$ cat src/rtl/axis_udp_payload_extractor.sv
// Strips Ethernet/IPv4/UDP headers from a 64-bit AXI-Stream and emits the
// UDP payload realigned to byte 0, trimmed to the UDP length.
module axis_udp_payload_extractor #(
    parameter  int MAX_FRAME_SIZE  = 1518,
    localparam int AXIS_DATA_WIDTH = 64
) (
    input  logic                         axis_clk,
    input  logic                         axis_s_rst,
    input  logic                         s_axis_tvalid,
    input  logic [AXIS_DATA_WIDTH-1:0]   s_axis_tdata,
    input  logic [AXIS_DATA_WIDTH/8-1:0] s_axis_tstrb,
    input  logic                         s_axis_tlast,
    output logic                         s_axis_tready,
    output logic                         m_axis_tvalid,
    output logic [AXIS_DATA_WIDTH-1:0]   m_axis_tdata,
    output logic [AXIS_DATA_WIDTH/8-1:0] m_axis_tstrb,
    output logic                         m_axis_tlast,
    input  logic                         m_axis_tready,
    output logic [15:0]                  udp_src_port,
    output logic [15:0]                  udp_dst_port,
    output logic [15:0]                  payload_len,
    output logic                         err_bad_hdr,
    output logic                         err_truncated
);
    localparam int BEAT_W = $clog2(MAX_FRAME_SIZE / 8 + 2);

    localparam logic [1:0] S_HDR     = 2'd0;
    localparam logic [1:0] S_PAYLOAD = 2'd1;
    localparam logic [1:0] S_FLUSH   = 2'd2;
    localparam logic [1:0] S_DROP    = 2'd3;

    logic [1:0]        r_state;
    logic [BEAT_W-1:0] r_beat;
    logic [15:0]       r_rem;
    logic [47:0]       r_carry;
    logic [2:0]        r_cc;
    logic              r_m_valid;
    logic [63:0]       r_m_data;
    logic [7:0]        r_m_strb;
    logic              r_m_last;
    logic [15:0]       r_src;
    logic [15:0]       r_dst;
    logic [15:0]       r_len;
    logic              r_err_bad;
    logic              r_err_trunc;

    logic        w_out_rdy;
    logic        w_tready;
    logic        w_acc;
    logic [3:0]  w_n;
    logic [2:0]  w_nhi;
    logic [3:0]  w_lo2;
    logic [3:0]  w_avail;
    logic [3:0]  w_kpay;
    logic [3:0]  w_kfl;
    logic [15:0] w_ulen;
    logic [3:0]  w_ihl;
    logic        w_b5;

    function automatic logic [7:0] f_mask(input logic [3:0] k);
        return 8'hFF >> (4'd8 - k);
    endfunction

    assign w_out_rdy = !r_m_valid || m_axis_tready;
    assign w_b5      = (r_beat == BEAT_W'(5));
    assign w_n       = 4'($countones(s_axis_tstrb));
    assign w_nhi     = (w_n > 4'd2) ? 3'(w_n - 4'd2) : 3'd0;
    assign w_lo2     = (w_n > 4'd2) ? 4'd2 : w_n;
    assign w_avail   = {1'b0, r_cc} + w_lo2;
    assign w_kpay    = (r_rem < {12'd0, w_avail}) ? r_rem[3:0] : w_avail;
    assign w_kfl     = (r_rem < {13'd0, r_cc}) ? r_rem[3:0] : {1'b0, r_cc};
    assign w_ulen    = {s_axis_tdata[55:48], s_axis_tdata[63:56]};
    assign w_ihl     = s_axis_tdata[51:48];

    // Header beats never stall; only beats that can emit follow the output.
    always_comb begin
        w_tready = 1'b0;
        case (r_state)
            S_HDR:     w_tready = w_b5 ? w_out_rdy : 1'b1;
            S_PAYLOAD: w_tready = w_out_rdy;
            S_FLUSH:   w_tready = 1'b0;
            S_DROP:    w_tready = 1'b1;
            default:   w_tready = 1'b0;
        endcase
    end

    assign s_axis_tready = w_tready && !axis_s_rst;
    assign w_acc         = s_axis_tvalid && s_axis_tready;

    always_ff @(posedge axis_clk) begin
        if (axis_s_rst) begin
            r_state     <= S_HDR;
            r_beat      <= '0;
            r_rem       <= '0;
            r_carry     <= '0;
            r_cc        <= '0;
            r_m_valid   <= 1'b0;
            r_m_data    <= '0;
            r_m_strb    <= '0;
            r_m_last    <= 1'b0;
            r_src       <= '0;
            r_dst       <= '0;
            r_len       <= '0;
            r_err_bad   <= 1'b0;
            r_err_trunc <= 1'b0;
        end else begin
            r_err_bad   <= 1'b0;
            r_err_trunc <= 1'b0;
            if (m_axis_tready) r_m_valid <= 1'b0;
            case (r_state)
                S_HDR: begin
                    if (w_acc && !w_b5) begin
                        if (s_axis_tlast) begin
                            r_err_bad <= 1'b1;
                            r_beat    <= '0;
                        end else if (r_beat == BEAT_W'(1) && w_ihl != 4'd5) begin
                            r_err_bad <= 1'b1;
                            r_beat    <= '0;
                            r_state   <= S_DROP;
                        end else if (r_beat == BEAT_W'(4)) begin
                            r_src <= {s_axis_tdata[23:16], s_axis_tdata[31:24]};
                            r_dst <= {s_axis_tdata[39:32], s_axis_tdata[47:40]};
                            r_len <= w_ulen - 16'd8;
                            r_rem <= w_ulen - 16'd8;
                            if (w_ulen <= 16'd8) begin
                                r_err_bad <= (w_ulen < 16'd8);
                                r_beat    <= '0;
                                r_state   <= S_DROP;
                            end else begin
                                r_beat <= r_beat + BEAT_W'(1);
                            end
                        end else begin
                            r_beat <= r_beat + BEAT_W'(1);
                        end
                    end else if (w_acc) begin
                        r_carry <= s_axis_tdata[63:16];
                        r_cc    <= w_nhi;
                        r_beat  <= '0;
                        if (r_rem <= {13'd0, w_nhi}) begin
                            r_m_valid <= 1'b1;
                            r_m_data  <= {16'd0, s_axis_tdata[63:16]};
                            r_m_strb  <= f_mask(r_rem[3:0]);
                            r_m_last  <= 1'b1;
                            r_state   <= s_axis_tlast ? S_HDR : S_DROP;
                        end else if (s_axis_tlast) begin
                            r_m_valid   <= 1'b1;
                            r_m_data    <= {16'd0, s_axis_tdata[63:16]};
                            r_m_strb    <= f_mask({1'b0, w_nhi});
                            r_m_last    <= 1'b1;
                            r_err_trunc <= 1'b1;
                            r_state     <= S_HDR;
                        end else begin
                            r_state <= S_PAYLOAD;
                        end
                    end
                end
                S_PAYLOAD: begin
                    if (w_acc) begin
                        r_m_valid <= 1'b1;
                        r_m_data  <= {s_axis_tdata[15:0], r_carry};
                        r_m_strb  <= f_mask(w_kpay);
                        r_m_last  <= 1'b0;
                        r_rem     <= r_rem - {12'd0, w_kpay};
                        r_carry   <= s_axis_tdata[63:16];
                        r_cc      <= w_nhi;
                        if (r_rem == {12'd0, w_kpay}) begin
                            r_m_last <= 1'b1;
                            r_state  <= s_axis_tlast ? S_HDR : S_DROP;
                        end else if (s_axis_tlast) begin
                            if (w_nhi != 3'd0) begin
                                r_state <= S_FLUSH;
                            end else begin
                                r_m_last    <= 1'b1;
                                r_err_trunc <= 1'b1;
                                r_state     <= S_HDR;
                            end
                        end
                    end
                end
                S_FLUSH: begin
                    // Short only when the carried tail cannot cover the length.
                    if (w_out_rdy) begin
                        r_m_valid   <= 1'b1;
                        r_m_data    <= {16'd0, r_carry};
                        r_m_strb    <= f_mask(w_kfl);
                        r_m_last    <= 1'b1;
                        r_err_trunc <= (r_rem > {13'd0, r_cc});
                        r_state     <= S_HDR;
                    end
                end
                S_DROP: begin
                    if (w_acc && s_axis_tlast) r_state <= S_HDR;
                end
                default: r_state <= S_HDR;
            endcase
        end
    end

    assign m_axis_tvalid = r_m_valid;
    assign m_axis_tdata  = r_m_data;
    assign m_axis_tstrb  = r_m_strb;
    assign m_axis_tlast  = r_m_last;
    assign udp_src_port  = r_src;
    assign udp_dst_port  = r_dst;
    assign payload_len   = r_len;
    assign err_bad_hdr   = r_err_bad;
    assign err_truncated = r_err_trunc;
endmodule

$ cat config.mk
export PLATFORM = sky130hd
export DESIGN_NAME = axis_udp_payload_extractor
export DESIGN_NICKNAME = d
export VERILOG_FILES = /design/src/rtl/axis_udp_payload_extractor.sv
export SDC_FILE = /design/constraint.sdc
export NUM_CORES = 1
export LEC_CHECK = 0
export CAP_MARGIN = 20
export CORE_MARGIN = 10
export CORE_UTILIZATION = 40
export CTS_CLUSTER_SIZE = 12
export DETAILED_ROUTE_END_ITERATION = 16
export PLACE_DENSITY = 0.65
export SLEW_MARGIN = 20
export SYNTH_ARGS = -nofsm -noshare
export SYNTH_HDL_FRONTEND = slang
export SYNTH_SLANG_ARGS = --single-unit
$ cat constraint.sdc
create_clock -name axis_clk -period 11.74 [get_ports axis_clk]
set_clock_uncertainty 0.15 [all_clocks]
set_input_delay 2.348 -clock axis_clk [delete_from_list [all_inputs] [get_ports axis_clk]]
set_output_delay 2.348 -clock axis_clk [all_outputs]
set_load 0.03 [all_outputs]
==> results of run 1 <==
==> sequential cells by signal, summed over array words and instances (netlist names), 2 cells and up <==
signal	flops
m_axis_tstrb	8
udp_src_port	16
r_carry	48
r_state	2
payload_len	16
r_beat	8
udp_dst_port	16
r_rem	16
r_cc	3
m_axis_tdata	64
==> worst reg2reg max path, cell delays in order (launching register included) <==
cell and delay, ps:
dfxtp_1 350, ha_1 240, fa_1 550, inv_1 60, ha_1 270, a221o_1 320, o221a_2 170, nor2_8 110
mux2i_1 310, ha_1 300, nor2b_1 130, o21a_1 170, o21ai_0 280, nand3b_1 190, or3_1 460, or3_1 350
o22ai_1 120, a211oi_1 90
==> power by group <==
group / total [mW] / switching (mW) / internal (mW)
combinational: 1.91 / 1.23 / 0.678
sequential: 0.870 / 0.0681 / 0.802
clock: 0.731 / 0.289 / 0.442
total: 3.51 / 1.59 / 1.92
==> kinds of logic after synthesis <==
| group | share of synthesized area, % |
|---|---|
| other | 0.0395 |
| flip-flops | 42.4 |
| AND/OR/NAND/NOR | 24.8 |
| adder cells (fa/ha/maj) | 5.22 |
| XOR/XNOR | 1.38 |
| buffers and inverters | 4.98 |
| AO/OA/AOI/OAI | 20.3 |
| multiplexers | 0.962 |
==> per-stage QoR <==
step	power, mW	setup slack (ps)	util, %	area (um2)
after floorplan	2.24	2740	-	9500
after global placement	2.77	1970	49.9	11700
after detailed placement	2.78	1810	50.0	11700
after CTS	3.53	2350	53.3	12500
after global routing	3.76	1830	53.3	12500
final	3.51	2290	53.3	12500
==> worst paths after layout <==
path	slack (ps)	depth (start not counted)	startpoint	endpoint
worst max register to register	6980	17	r_cc[0]	r_rem[15]
worst min register to register	300	2	payload_len[0]	payload_len[0]
worst min-delay path	300	2	payload_len[0]	payload_len[0]
worst max-delay path	2290	29	s_axis_tstrb[0]	r_rem[15]
==> final cells by class <==
cell class	instances	area (um2)	area share (%)
clock buffers	36	717	5.75
clock inverters	6	62.6	0.502
inverters	33	124	0.993
multi-input cells	885	5040	40.4
flip-flops and latches	201	4020	32.3
well taps	319	399	3.20
repair buffers	213	2100	16.9
==> cells in the final DEF, fill, tap and decap left out, types with 19 or more instances in the layout <==
cell / n
clkbuf_16: 25
o21ai_0: 19
clkdlybuf4s50_1: 200
a221oi_1: 48
nand2_1: 243
nand3_1: 38
dfxtp_1: 201
inv_1: 31
ha_1: 30
nor2_1: 109
a21oi_1: 140
nor3_1: 67
==> per-layer routing <==
metal / GRT usage [%] / up-vias / wire, um
li1: - / 4538 / -
met1: 23.8 / 4377 / 13000
met2: 30.7 / 264 / 14200
met3: 4.92 / 46 / 2130
met4: 5.77 / 0 / 685
met5: 0 / - / 0
==> summary.md, run 1 <==
| Metric | Value |
|---|---|
| Fin. max-slew vios | 0 |
| Detailed Routing Iterations Pass 1 | 5 |
| Dpl cells | 1651 |
| Yosys top cell area share | 42.4% |
| Kind of critical path | in2reg |
| Post-CTS Setup Repair Bufs | 0 |
| Slowest CP cell | fa_1 |
| WL per Instance | 17.7 um |
| Synthesized instance count | around 1200 |
| Final wirelength | 30000 um |
| Clk Latency, worst-skew pair | 520 ps |
| Lkg Pwr | 4.31 nW |
| Final hold violations | 0 |
| RSZ-0062 raised after global routing | no |
| Post-synth cell types | 69 |
| WHS | 298 ps |
| Max VDD drop | around 0.00016 V |
| 1st-iter DRT viols | 694 |
| Share of layout cells above drive strength 1 | 5.46% |
| Main synth FF type | dfxtp_1 |
| Syn Std Cell Area | 9500 um2 |
| CP Capture Type | register |
| Final TNS setup | 0 ps |
| Core area | around 23000 um2 |
| Most common library cells after synthesis | nand2_1 (245), dfxtp_1 (201), a21oi_1 (140) |
| Post-synth net total | 1318 |
| Resized cells post-CTS | 0 |
| CP Data Required Time | 11950 ps |
| Pin count of the biggest net entering global routing | 120 |
| HP Class | reg2reg |
| Status | completed |
| DRC viols | 0 |
| CTS tree | built |
| Die Ht | 174 um |
| Worst Path Arrival | 9650 ps |
| Vias in the first global route | 8607 |
| Post-DP HPWL | slightly above 20000 um |
| Async set-or-reset flop fraction in the synthesized netlist | 0% |
| Die area | 30300 um2 |
| Critical path buffer and inverter count | 4 |
| GRT Util Overall | between 10% and 20% |
| Row count | 56 |
| H-tree levels | 1 |
| CP max stage delay | between 500 and 600 ps |
| Initial Util | 40.6% |
| CP dominant cell by count | fa_1 |
| First-pass GRT wire length | 47800 um |
| DR vias | 9225 |
| # diodes | 0 |
| Syn_area_per_cell | 7.88 um2 |
| Final nets | 1471 |
| Number of flops mapped to enable cells by yosys | 0 |
| Fmax | between 100 and 150 MHz |
| Root Buffer Master | clkbuf_16 |
| Tmin final | 9450 ps |
| Tightest Pin Transition | 947 ps |
| Tcrit/Tclk final | 80.5% |
| Total grt overflow | 0 |
| Vias per cell | ~5.4 |
| Die W | 174 um |
| Maximum fanout along the worst path | 7 |
| Final std cells w/o fill | 1693 |
| Total CTS buffers | 24 |
| Number of port buffers | 201 |
| Fillcell total | 2222 |
| Cell family with most CP delay | adder cells |
| Initial antenna violation count | 0 |
| Yosys top cell by area | dfxtp_1 |
| Sink Count | about 200 |
| Setup crit start kind | primary input |
| Ys Warns | 0 |
| Clock Path Buffers | 3 |
| Antenna Nets Post-Route | 0 |
| Power per cell area | 282 nW/um2 |
| I/O pin count | 202 |
| # hold bufs at CTS | 0 |
| Area growth, synth to finish | 31.3% |
| Seq/Total Area, Yosys | 42.4% |
| Worst rel slew slack | 36.8% |
| #FFs+latches synth | 201 |
| Clock slew seen by the registers of the worst setup and hold paths | around 60 ps |
| Count leader, synth | nand2_1 |
| Max Cap Viol | 0 |
| Routability Congestion | 0.881 |
| Largest cells by area after synthesis | dfxtp_1 (42%), nand2_1 (9.7%), a21oi_1 (7.4%) |
| Final setup viols | 0 |
Note: power is estimated with default switching activity, not from simulation.
==> inputs of run 2 (changes only) <==
Settings changed: PLACE_DENSITY 0.65 to 0.68.
Clock period 11.74 ns to 8.2 ns, I/O delays scaled along.
==> run 2 against run 1 <==
Net effect: sequential power is 44% higher; critical path depth stayed put; first-iteration DRC count decreased by 12%; wire length rose by 3.5%; final cell count increased by 2.6%; utilization increased by 2.1 points; combinational power up 73%; sequential cell count did not move.
==> summary.md, run 2 (synthesis results as in run 1) <==
| Metric | Value |
|---|---|
| CTS tree | built |
| CP Launch Point | s_axis_tstrb[0] |
| WL per Instance | 17.9 um (+0.92%) |
| Post-route cell area | 13000 um2 (+3.9%) |
| I/O pin count | 202 (unchanged) |
| Die area | 30300 um2 (unchanged) |
| R2r setup slk | 3800 ps (-3180 ps) |
| Clk network pwr share | 18.7% (-2.1 points) |
| Worst rel slew slack | 34.3% (-2.6 points) |
| Die Ht | 174 um (unchanged) |
| Int Power | 3.18 mW (+66%) |
| Status | completed |
| DR vias | 9376 (+1.6%) |
| Most frequent cells in the layout | nand2_1 (243), dfxtp_1 (201), clkdlybuf4s50_1 (197) |
| Vias in the first global route | 9031 (+4.9%) |
| Maximum fanout along the worst path | 3 (-4) |
| H-tree levels | 1 (unchanged) |
| HP Class | reg2reg |
| Clock Path Buffers | 3 (unchanged) |
| Number of port buffers | 201 (unchanged) |
| Kind of critical path | in2reg |
| Final setup viols | 0 (unchanged) |
| Fin. max-slew vios | 0 (unchanged) |
| Antenna Nets Post-Route | 0 (unchanged) |
| Clk Latency, worst-skew pair | 510 ps (about the same) |
| # diodes | 0 (unchanged) |
| Pin count of the biggest net entering global routing | 115 (-4.2%) |
| Final nets | 1516 (+3.1%) |
| Total grt overflow | 0 (unchanged) |
| Post-DP HPWL | 21100 um (+5.1%) |
| Area occupied by multi-input gates | 5160 um2 (+2.5%) |
| Sw power | 2.41 mW (+52%) |
| Vias per cell | 5.40 (-0.94%) |
| Clock slew seen by the registers of the worst setup and hold paths | 60 ps (about the same) |
| Fillcell total | 2201 (-0.95%) |
| Largest register FFs | 64 (unchanged) |
| Initial antenna violation count | 0 (unchanged) |
| Tmin final | between 8000 and 9000 ps |
| CP dominant cell by count | fa_1 |
| Initial Util | 40.6% (unchanged) |
| Setup crit start kind | primary input |
| CP Data Required Time | 8390 ps (-3560 ps) |
| Lkg Pwr | 4.58 nW (+6.4%) |
| Placed cell area | 12100 um2 (+3.1%) |
| Root Buffer Master | clkbuf_16 |
| Final wirelength | 31100 um (+3.5%) |
| Max VDD drop | 0.000222 V (+37%) |
| Share of layout cells above drive strength 1 | 9.87% (+4.4 points) |
| Switch share | 43.1% (-2.2 points) |
| Die W | 174 um (unchanged) |
| CP Capture Type | register |
| Max Cap Viol | 0 (unchanged) |
| First-pass GRT wire length | 49600 um (+3.6%) |
| Worst Path Arrival | 8200 ps (-1450 ps) |
| Final hold violations | 0 (unchanged) |
| Core area | 23400 um2 (unchanged) |
| Area growth, synth to finish | 36.4% |
| Fmax | ~120 MHz |
| Tightest Pin Transition | 986 ps (+38.9 ps) |
| 1st-iter DRT viols | 609 (-12%) |
| Reg-to-Reg Start | r_cc[0] |
| WHS | 299 ps (+0.437 ps) |
| Sink Count | 201 (unchanged) |
| Routability Congestion | 0.894 (+1.5%) |
| Detailed Routing Iterations Pass 1 | 5 (unchanged) |
| Most common cell after layout, fill and taps aside | nand2_1 |
| GRT Util Overall | 19.5% (+0.65 points) |
| Reg area | 4020 um2 (unchanged) |
| CP max stage delay | 550 ps (about the same) |
| Hold Startpoint | m_axis_tdata[51] |
| Total CTS buffers | 23 (-4.2%) |
| Tcrit/Tclk final | 97.6% |
| Row count | 56 (unchanged) |
| Final std cells w/o fill | 1737 (+2.6%) |
| Comb power frac | 59.0% (+4.6 points) |
| DRC viols | 0 (unchanged) |
| Slowest CP cell | fa_1 |
| Power per cell area | 432 nW/um2 (+53%) |
| Dpl cells | 1695 (+2.7%) |
| Register share of total power | 22.3% (-2.5 points) |
## run 2: cell types whose count changed in the layout (fill, tap and decap cells not counted), sizes merged
cell,delta
buf,+46
clkbuf,-5
clkdlybuf4s50,-3
clkinv,+3
clkinvlp,-3
dlymetal6s2s,+3
bufinv,+2
inv,+1
## run 2: stage by stage
stage               TNS, ps  setup WS (ps)  power, mW  util, %
floorplan                 0           18.1       3.23        -
global placement      -3260           -404       4.43     51.4
detailed placement    -6820           -580       4.47     51.5
CTS                       0           7.93       5.55     54.8
global route          -17.3          -17.3       5.98     55.4
finish                    0            195       5.60     55.4
## run 2: worst paths after layout
kind,to,depth (start not counted)
setup reg to reg,r_rem[15],17
hold / removal,m_axis_tdata[51],2
setup / recovery,r_rem[15],29
hold reg to reg,m_axis_tdata[51],2
## run 2: worst max-delay path, delay by kind of cell
| family | cells | cell delay, ps |
|---|---|---|
| fa+ha+maj | 8 | 3160 |
| simple gates | 7 | 1520 |
| compound gates | 7 | 1050 |
| buf+inv | 6 | 550 |
| mux | 1 | 260 |
## run 2: timing repair
item,in CTS,in global routing
buffers inserted,0,2
endpoints found under the setup margin,4,17
resized for setup,4,24
hold buffers,0,0
pin swaps,2,19
## run 2: metal layers
metal	share of wire [%]	vias to the layer above	global-route usage, %
met4	2.0	0	5.02
li1	-	4633	-
met1	44	4419	24.5
met5	0	-	0
met3	7.3	42	4.98
met2	47	282	32.5
## run 2: cell type report
cell class / instances / share of cell area, %
timing repair buffer: 259 / 19.1
multi-input combinational: 885 / 39.9
clock buffer: 31 / 4.98
clock inverter: 9 / 0.956
sequential: 201 / 31.1
inverter: 33 / 0.956
tap: 319 / 3.08
## run 2: power by group through the flow
stage | Sequential, mW | Clock [mW] | Combinational, mW
6_report | 1.25 | 1.05 | 3.30
5_1_grt | 1.27 | 1.11 | 3.60
4_1_cts | 1.25 | 1.08 | 3.23
3_5_place_dp | 1.27 | 0 | 3.20
3_3_place_gp | 1.26 | 0 | 3.17
2_1_floorplan | 1.53 | 0 | 1.70
==> inputs of run 3 (changes only) <==
Settings changed: CORE_MARGIN 10 to unset, MAX_ROUTING_LAYER set to met4.
==> run 3 against run 2 <==
Net effect: sequential power about the same; setup slack better by 92 ps; combinational power about the same; count of clock-buffer cells in the layout up 1; non-clock buffer count down 4; critical endpoint unchanged; largest power group unchanged.
==> summary.md, run 3 (synthesis results as in run 1) <==
| Metric | Value |
|---|---|
| Status | completed |
| HP Class | reg2reg |
| Vias per cell | 5.39 (-0.21%) |
| Fin. max-slew vios | 0 (unchanged) |
| Max Cap Viol | 0 (unchanged) |
| Row count | 56 (unchanged) |
| Share of layout cells above drive strength 1 | 9.82% (-0.050 points) |
| Core area | 23400 um2 (unchanged) |
| # diodes | 0 (unchanged) |
| DR vias | 9340 (-0.38%) |
| Slowest CP cell | fa_1 |
| Hold Path Depth | 2 (unchanged) |
| Dpl cells | 1690 (-0.29%) |
| 1st-iter DRT viols | 585 (-3.9%) |
| Register share of total power | 22.1% (-0.2 points) |
| Final setup viols | 0 (unchanged) |
| Initial antenna violation count | 0 (unchanged) |
| RSZ-0062 raised after global routing | no |
| Sw power | 2.41 mW (-0.29%) |
| Most frequent cells in the layout | nand2_1 (243), dfxtp_1 (201), clkdlybuf4s50_1 (197) |
| Tightest Pin Transition | 1110 ps (+124 ps) |
| Post-place setup slack | -513 ps (+66.9 ps) |
| Root Buffer Master | clkbuf_16 |
| Reg-to-Reg Start | r_cc[0] |
| CP Data Required Time | 8410 ps (+20 ps) |
| Final hold violations | 0 (unchanged) |
| Die W | 156 um (-10%) |
| Power per cell area | 434 nW/um2 (+0.42%) |
| PnR worst setup slack | 287 ps (+92.1 ps) |
| Tcrit/Tclk final | 96.5% (-1.1 points) |
| CP max stage delay | 550 ps (about the same) |
| Pin count of the biggest net entering global routing | 104 (-9.6%) |
| GRT met2 Usage | 38.9% (+6.4 points) |
| CTS tree | built |
| Lkg Pwr | 4.59 nW (+0.14%) |
| Met1 Use GR | 29.3% (+4.9 points) |
| Final wirelength | 28500 um (-8.2%) |
| Comb power frac | 58.3% (-0.7 points) |
| Hold Startpoint | m_axis_tdata[56] |
| Maximum fanout along the worst path | 3 (unchanged) |
| R2r setup slk | 3830 ps (+30 ps) |
| Detailed Routing Iterations Pass 1 | 4 (-1) |
| Max VDD drop | 0.000234 V (+5.3%) |
| GR peak layer | met2 |
| Die Ht | 156 um (-10%) |
| WL per Instance | 16.5 um (-8.1%) |
| Final std cells w/o fill | 1734 (-0.17%) |
| Kind of critical path | in2reg |
| Clk Latency, worst-skew pair | 510 ps (about the same) |
| Routability Congestion | 0.892 (-0.18%) |
| CP dominant cell by count | fa_1 |
| Final nets | 1513 (-0.20%) |
| Area growth, synth to finish | 36.8% |
| Clock slew seen by the registers of the worst setup and hold paths | 60 ps (about the same) |
| Fmax | 126 MHz (+1.2%) |
| Switch share | 42.7% (-0.44 points) |
| CP Launch Point | s_axis_tstrb[0] |
| Post-DP HPWL | 18500 um (-12%) |
| Reg2reg path depth | 17 (unchanged) |
| Reg2reg end | r_rem[15] |
| Largest register FFs | 64 (unchanged) |
| Worst Hold End | m_axis_tdata[56] |
| DRC viols | 0 (unchanged) |
| Total power draw | 5.64 mW (+0.74%) |
| Total grt overflow | 0 (unchanged) |
| Fillcell total | 2192 (-0.41%) |
| Total CTS buffers | 24 (+4.3%) |
| Number of port buffers | 201 (unchanged) |
| H-tree levels | 1 (unchanged) |
| GRT Util Overall | 23.5% (+4.0 points) |
| First-pass GRT wire length | 45000 um (-9.2%) |
| Final Util | 55.5% (+0.18 points) |
| Clk network pwr share | 19.6% (+0.9 points) |
| Worst Path Arrival | 8120 ps (-80 ps) |
| Final TNS setup | 0 ps (unchanged) |
| Vias in the first global route | 8580 (-5.0%) |
| Most common cell after layout, fill and taps aside | nand2_1 |
| Clock Path Buffers | 3 (unchanged) |
| Setup crit start kind | primary input |
| Sink Count | 201 (unchanged) |
| I/O pin count | 202 (unchanged) |
| Initial Util | 40.6% (unchanged) |
| Met3 Resource Use GR | 3.86% (-1.1 points) |
| Tmin final | 7910 ps (-92.1 ps) |
| Worst rel slew slack | 26.0% (-8.3 points) |
| # hold bufs at CTS | 0 (unchanged) |
| CP Capture Type | register |
| Antenna Nets Post-Route | 0 (unchanged) |
| Die area | 24400 um2 (-20%) |
| Int Power | 3.23 mW (+1.5%) |
==> run 3: cell count changes in the layout (fill, tap and decap cells not counted), moves of 2 or more <==
cell	change
clkinvlp_4	+2
clkbuf_16	+2
clkinv_2	-2
buf_4	-5
==> run 3: how the worst max path moves through the flow <==
stage                     slack, ps         to
after global routing             20  r_rem[15]
after detailed placement       -510  r_rem[11]
final                           290  r_rem[15]
after floorplan                  20  r_rem[15]
after CTS                        30  r_rem[11]
after global placement         -370  r_rem[11]
==> run 3: critical path: cells and delay by family <==
kind,cells,cell delay [ps]
mux,1,240
compound gates,7,1120
buf+inv,4,290
simple gates,8,1470
fa+ha+maj,9,3310
==> run 3: through the flow <==
stage | instance area [um2] | hold slack, ps
floorplan | 9510 | 286
global placement | 12000 | 289
detailed placement | 12000 | 293
CTS | 12800 | 300
global route | 13000 | 316
finish | 13000 | 297
==> run 3: power by group through the flow <==
| stage | combinational, mW | clock [mW] | sequential, mW |
|---|---|---|---|
| finish | 3.29 | 1.10 | 1.25 |
| global route | 3.59 | 1.16 | 1.27 |
| CTS | 3.18 | 1.13 | 1.25 |
| detailed placement | 3.17 | 0 | 1.27 |
| global placement | 3.13 | 0 | 1.26 |
| floorplan | 1.70 | 0 | 1.53 |
==> run 3: routing by layer <==
metal,vias to the layer above,routed length [um]
met5,-,0
met4,0,616
met3,51,1790
met2,268,13500
met1,4390,12600
li1,4631,-
==> run 3: cell type report <==
type	count	area (um2)	area share (%)
clock inverters	9	131	1.01
clock buffers	32	692	5.32
multi-input cells	885	5170	39.8
repair buffers	255	2450	18.9
flip-flops and latches	201	4020	31.0
inverters	33	124	0.953
well taps	319	399	3.07
==> run 3: timing repair <==
item	in CTS	in global routing
gates resized for setup	1	29
pin swaps	0	15
setup endpoints to repair	1	10
endpoints found under the hold margin	0	0
setup buffers	0	3
